### src/rtl/ps2_pkg.sv
// ps2_pkg: shared PS/2 frame constants, parity helper and mouse packet type.
package ps2_pkg;

    localparam int   PS2_FRAME_BITS = 11;
    localparam logic PS2_START_VAL  = 1'b0;
    localparam logic PS2_STOP_VAL   = 1'b1;
    localparam int   PS2_SYNC_BIT   = 3;

    typedef struct packed {
        logic [7:0] byte2;
        logic [7:0] byte1;
        logic [7:0] byte0;
    } ps2_packet_t;

    function automatic logic odd_parity_ok(input logic [7:0] data, input logic par);
        return ^{data, par};
    endfunction

endpackage

### src/rtl/ps2_frame_rx.sv
// ps2_frame_rx: deserializes one PS/2 device-to-host frame, flags verdict on the stop edge.
module ps2_frame_rx
    import ps2_pkg::*;
#(
    parameter int FRAME_BITS = PS2_FRAME_BITS
) (
    input  logic       ps2_clk,
    input  logic       reset,
    input  logic       data_in,
    output logic [7:0] byte_data,
    output logic       byte_done,
    output logic       byte_err
);

    localparam int BW = $clog2(FRAME_BITS);
    localparam int SW = FRAME_BITS - 2;

    logic [BW-1:0] bit_q, bit_d;
    logic [SW-1:0] sh_q, sh_d;
    logic          stop;

    always_comb begin
        stop      = bit_q == BW'(FRAME_BITS - 1);
        bit_d     = stop ? '0 : (bit_q == '0) ? ((data_in == PS2_START_VAL) ? BW'(1) : '0) : bit_q + 1'b1;
        // Data LSB-first then parity land in sh_q[7:0] and sh_q[SW-1].
        sh_d      = (bit_q != '0 && !stop) ? {data_in, sh_q[SW-1:1]} : sh_q;
        byte_done = stop;
        byte_data = sh_q[7:0];
        byte_err  = !(odd_parity_ok(sh_q[7:0], sh_q[SW-1]) && data_in == PS2_STOP_VAL);
    end

    always_ff @(negedge ps2_clk or posedge reset) begin
        if (reset) begin
            bit_q <= '0;
            sh_q  <= '0;
        end else begin
            bit_q <= bit_d;
            sh_q  <= sh_d;
        end
    end

endmodule

### src/rtl/ps2_mouse_packet_rx.sv
// ps2_mouse_packet_rx: assembles good PS/2 frames into mouse packets with
// valid/toggle handshake, sync check and a saturating error counter.
module ps2_mouse_packet_rx
    import ps2_pkg::*;
#(
    parameter int FRAME_BITS   = PS2_FRAME_BITS,
    parameter int PACKET_BYTES = 3,
    parameter int ERR_CNT_W    = 8
) (
    input  logic                      reset,
    input  logic                      ps2_clk,
    input  logic                      data_in,
    output logic [8*PACKET_BYTES-1:0] packet,
    output logic                      packet_valid,
    output logic                      packet_toggle,
    output logic                      frame_error,
    output logic                      sync_error,
    output logic [ERR_CNT_W-1:0]      err_count
);

    localparam int IW = $clog2(PACKET_BYTES);
    localparam int PW = 8 * PACKET_BYTES;

    logic [7:0]           byte_data;
    logic                 byte_done, byte_err;
    logic                 good, sync_bad, take, last;
    logic [IW-1:0]        idx_q, idx_d;
    logic [PW-1:0]        buf_q, buf_d, pkt_q, pkt_d;
    logic                 valid_q, valid_d, tog_q, tog_d, ferr_q, ferr_d, serr_q, serr_d;
    logic [ERR_CNT_W-1:0] cnt_q, cnt_d;

    ps2_frame_rx #(.FRAME_BITS(FRAME_BITS)) u_frame (
        .ps2_clk   (ps2_clk),
        .reset     (reset),
        .data_in   (data_in),
        .byte_data (byte_data),
        .byte_done (byte_done),
        .byte_err  (byte_err)
    );

    always_comb begin
        good     = byte_done && !byte_err;
        sync_bad = good && idx_q == '0 && !byte_data[PS2_SYNC_BIT];
        take     = good && !sync_bad;
        last     = take && idx_q == IW'(PACKET_BYTES - 1);
        // Any error or completed packet restarts assembly at byte 0.
        idx_d    = !byte_done ? idx_q : (take && !last) ? idx_q + 1'b1 : '0;
        buf_d    = buf_q;
        if (take)
            buf_d[idx_q*8 +: 8] = byte_data;
        pkt_d    = last ? buf_d : pkt_q;
        valid_d  = last;
        tog_d    = tog_q ^ last;
        ferr_d   = byte_done && byte_err;
        serr_d   = sync_bad;
        cnt_d    = ((ferr_d || serr_d) && cnt_q != '1) ? cnt_q + 1'b1 : cnt_q;
    end

    always_ff @(negedge ps2_clk or posedge reset) begin
        if (reset) begin
            idx_q   <= '0;
            buf_q   <= '0;
            pkt_q   <= '0;
            valid_q <= 1'b0;
            tog_q   <= 1'b0;
            ferr_q  <= 1'b0;
            serr_q  <= 1'b0;
            cnt_q   <= '0;
        end else begin
            idx_q   <= idx_d;
            buf_q   <= buf_d;
            pkt_q   <= pkt_d;
            valid_q <= valid_d;
            tog_q   <= tog_d;
            ferr_q  <= ferr_d;
            serr_q  <= serr_d;
            cnt_q   <= cnt_d;
        end
    end

    assign packet        = pkt_q;
    assign packet_valid  = valid_q;
    assign packet_toggle = tog_q;
    assign frame_error   = ferr_q;
    assign sync_error    = serr_q;
    assign err_count     = cnt_q;

endmodule

### config.mk
export PLATFORM = sky130hd
export DESIGN_NAME = ps2_mouse_packet_rx
export DESIGN_NICKNAME = d
export VERILOG_FILES = /design/src/rtl/ps2_pkg.sv /design/src/rtl/ps2_frame_rx.sv /design/src/rtl/ps2_mouse_packet_rx.sv
export SDC_FILE = /design/constraint.sdc
export NUM_CORES = 1
export LEC_CHECK = 0
export BUFFER_PORTS_ARGS = -buffer_cell sky130_fd_sc_hd__buf_4
export CORE_MARGIN = 2
export CORE_UTILIZATION = 50
export DETAILED_ROUTE_END_ITERATION = 8
export MAX_ROUTING_LAYER = met4
export PLACE_DENSITY = 0.73
export SYNTH_ARGS = -nofsm -noshare
export SYNTH_HDL_FRONTEND = slang
export SYNTH_SLANG_ARGS = --single-unit
export TNS_END_PERCENT = 100
### constraint.sdc
create_clock -name ps2_clk -period 2.25 [get_ports ps2_clk]
set_input_delay 0.1125 -clock ps2_clk [delete_from_list [all_inputs] [get_ports ps2_clk]]
set_output_delay 0.1125 -clock ps2_clk [all_outputs]
set_load 0.005 [all_outputs]
# Word-level counts from Yosys, hierarchy flattened
# Cells that the tools add are included.
# totals
elab_cells,46
in_bits,3
regBits,75
out_inout_bits,36
# classes
mux,6
shifts,2
n_bitwise,1
n_reduce_logical,20
n_eq_ne,3
n_addsub,4
# op_table
operator,count
5-bit negation with 34-bit output,1
8-bit by 34-bit variable shift with 24-bit output (first input constant),1
8-bit by 34-bit variable part select with 24-bit output,1
24-bit bitwise mux,1
24-bit 2-to-1 mux,1
1-bit logical AND,10
9-bit XOR reduction,1
8-bit by 1-bit adder with 8-bit output (second input constant),1
4-bit 2-to-1 mux,2
8-bit inequality test (second input constant),1
1-bit zero test,5
4-bit by 1-bit adder with 4-bit output (second input constant),1
4-bit equality test (second input constant),1
4-bit zero test,1
4-bit nonzero test,1
2-bit by 1-bit adder with 2-bit output (second input constant),1
2-bit equality test (second input constant),1
2-bit zero test,1
2-bit 2-to-1 mux,1
1-bit logical OR,1
1-bit 2-to-1 mux,1
1-bit bitwise XOR,1

# Logic depth before layout (Yosys ltp)
# depth
word_depth,11
ltp_mapped,8
depth_no_buf,7

# Cells and area by module
# From an unflattened synthesis, not the netlist that was laid out.
# hier_totals
hier_cells,327
area_unflattened_um2,3448.3
# modules_own_cells
module,cells_per_inst,n_inst,seq_area_each_um2,area_each_um2
ps2_mouse_packet_rx,266,1,1551.5,2716.4
ps2_frame_rx,61,1,325.3,732.0

==> impl_results.md <==
- # port buffers: 38
- Final Total Pwr: 5820 µW
- CP startpoint: err_count[6]$_DFFE_NP0P_
- Worst Setup Start Kind: register
- Relative slew slack: 50.5%
- Antenna cell count: 0
- Starting Density: 51.4%
- Post-Syn Nets: 284
- Largest net degree at the start of global routing: 76
- Post-synth cell types: 35
- FF-to-FF path depth: 6
- Overall routing resource usage: 18.2%
- CTS tree: yes
- ANT nets after route: 0
- Max_cap viols: 0
- Drt drc: 0
- Worst hold slack: 0.422 ns
- CTS clk-pin slew, worst paths: 0.06 ns
- RR Endpoint: buf_q[16]$_DFF_NP0_
- Worst path depth: 1
- Worst-path fanout max: 4
- Gpl congestion: 0.788
- Min-delay worst type: reg2reg
- Leak Pwr: 0.00231 µW
- Final setup margin: 0.0450 ns
- CTS Root Cell: clkbuf_8
- Detailed Route WL: 6710 µm
- RR Startpoint: u_frame.sh_q[7]$_DFFE_NP0P_
- Initial DRC count: 84
- Ys Warns: 0
- Post-DP HPWL: 4420 µm
- Detailed-route via count: 2263
- Max VDD drop: 835 µV
- WL per Instance: 15.1 µm
- Finished Core Util: 63.5%
- GR Layer Usage met2: 28.9%
- Core area: 7210 µm²
- CP top delay family: flip-flops
- Crit path DAT: 2.09 ns
- Pre-antenna DRT Iters: 3
- Commonest non-fill, non-tap cell in the layout: dfrtn_1
- Die height: 90.2 µm
- Vias in the first global route: 2383
- Total gr overflow: 0
- Mean cell area of the mapped netlist: 13.6 µm²
- DP Area: 4300 µm²
- Layout net count: 352
- Crit path largest cell delay: 0.49 ns
- CP required: 2.14 ns
- Worst Tran Pin Value: 0.742 ns
- Synthesized cell area: 3710 µm²
- Worst-path cell chain: buf_4
- Die X: 90.2 µm
- Number of buffers created by CTS: 9
- Initial antenna violation count: 0
- FILL cells: 563
- Grt met1 use: 23.4%
- Power density cells: 1270 nW/µm²
- Clk buf depth: 2
- Max stage delay cell, worst path: dfrtn_1
- Register area share after synthesis: 50.6%
- Layout area overhead: 23.5%
- Sink Count: 75
- Status: finished, final reports clean
- R2r setup slk: 0.13 ns
- Final setup fails: 0
- Design area: 4580 µm²
- Worst path bufs/invs: 1
- Gate Count Post-Synth: 272
- Crit Path Class: reg2out
- Yosys reg bits: 75
- Layout cells sized above 1: 50.1%
- Max-slew violations: 0
- CTS hold repair buffers: 0
- End point of the critical path: err_count[6]
- Die area: 8130 µm²
- H-tree depth: 3
- First-pass GRT wire length: 11500 µm
- Rows: 31
- DR vias/cell: 5.10
- Most frequent cells in the layout: dfrtn_1 (75), mux2_2 (64), buf_4 (62)
- Grt met3 use: 4.02%
- Critical Path End Type: output port
- Clk_skew: 0.00707 ns
- I/O pin count: 39
- Final Hold Vio Count: 0
- GR peak layer: met2
- Worst skew pair latency: 0.33 ns
- Setup Slack @ Placement: -0.257 ns
[report_power, final]
group	switching, µW	internal (µW)	total (µW)
sequential	269	1680	1950
clock	503	766	1270
combinational	1100	1500	2600
total	1870	3950	5820
[metrics by stage]
step	cells	setup TNS (ns)
after CTS	441	0
after detailed placement	425	-10.46
final	444	0
after global routing	444	-0.00298
after floorplan	272	-8.07
after global placement	425	-9.38
[what timing repair did]
| item | in CTS | in global routing |
|---|---|---|
| resized for setup | 0 | 3 |
| endpoints found under the hold margin | 0 | 0 |
| buffers inserted | 0 | 3 |
| endpoints found under the setup margin | 0 | 25 |
[kinds of logic after synthesis]
logic type,after synthesis,synth area share [%]
AO/OA/AOI/OAI,8,1.35
XOR/XNOR,16,4.96
adder cells (fa/ha/maj),9,3.03
buffers and inverters,16,2.02
flip-flops,75,50.6
multiplexers,86,28.1
AND/OR/NAND/NOR,62,9.95
[layer usage]
layer	up-vias	part of all wire, %
li1	1095	-
met1	1120	48
met2	37	47
met3	11	3.4
met4	0	1.5
met5	-	0
[worst min path at each step]
stage / cells after the start / startpoint / to
detailed placement: 1 / packet_toggle$_DFF_NP0_ / packet_toggle$_DFF_NP0_
global route: 1 / buf_q[9]$_DFF_NP0_ / buf_q[9]$_DFF_NP0_
CTS: 1 / packet_toggle$_DFF_NP0_ / packet_toggle$_DFF_NP0_
global placement: 1 / packet_toggle$_DFF_NP0_ / packet_toggle$_DFF_NP0_
finish: 1 / packet_toggle$_DFF_NP0_ / packet_toggle$_DFF_NP0_
floorplan: 1 / u_frame.bit_q[0]$_DFF_NP0_ / u_frame.bit_q[0]$_DFF_NP0_
[cells in the mapped netlist (all sizes together)]
master / n / area [µm²]
buf: 5 / 33.8
nand4: 7 / 43.8
and3: 1 / 6.26
inv: 8 / 30.0
xor2: 9 / 78.8
nand3b: 1 / 7.51
clkbuf: 3 / 11.3
a21oi: 4 / 20.0
o21ai: 1 / 5.00
a32o: 1 / 10.0
mux2i: 4 / 52.6
and4: 1 / 8.76
a41oi: 1 / 8.76
nor3: 1 / 5.00
nor2b: 1 / 6.26
nor2: 8 / 30.0
xor3: 1 / 23.8
xnor2: 4 / 35.0
ha: 9 / 113
xnor3: 2 / 46.3
mux2: 82 / 991
nand2: 8 / 45.0
nor3b: 4 / 30.0
and2: 25 / 156
and3b: 1 / 8.76
nand2b: 1 / 6.26
o22ai: 1 / 6.26
nand3: 3 / 15.0
dfrtn: 75 / 1880
[sequential cells by signal (all words and copies together), names as in the netlist]
| signal | count |
|---|---|
| packet | 24 |
| packet_valid | 1 |
| u_frame.bit_q | 4 |
| err_count | 8 |
| sync_error | 1 |
| u_frame.sh_q | 9 |
| packet_toggle | 1 |
| idx_q | 2 |
| frame_error | 1 |
| buf_q | 24 |
[final cells by class]
class | instances | area [µm²] | share of cell area [%]
Clock inverter | 6 | 113 | 2.46
Timing Repair Buffer | 65 | 526 | 11.5
Tap cell | 99 | 124 | 2.70
Sequential cell | 75 | 1880 | 41.0
Inverter | 8 | 33.8 | 0.737
Clock buffer | 10 | 138 | 3.00
Multi-Input combinational cell | 181 | 1770 | 38.7
(Power assumes the default switching activity.)
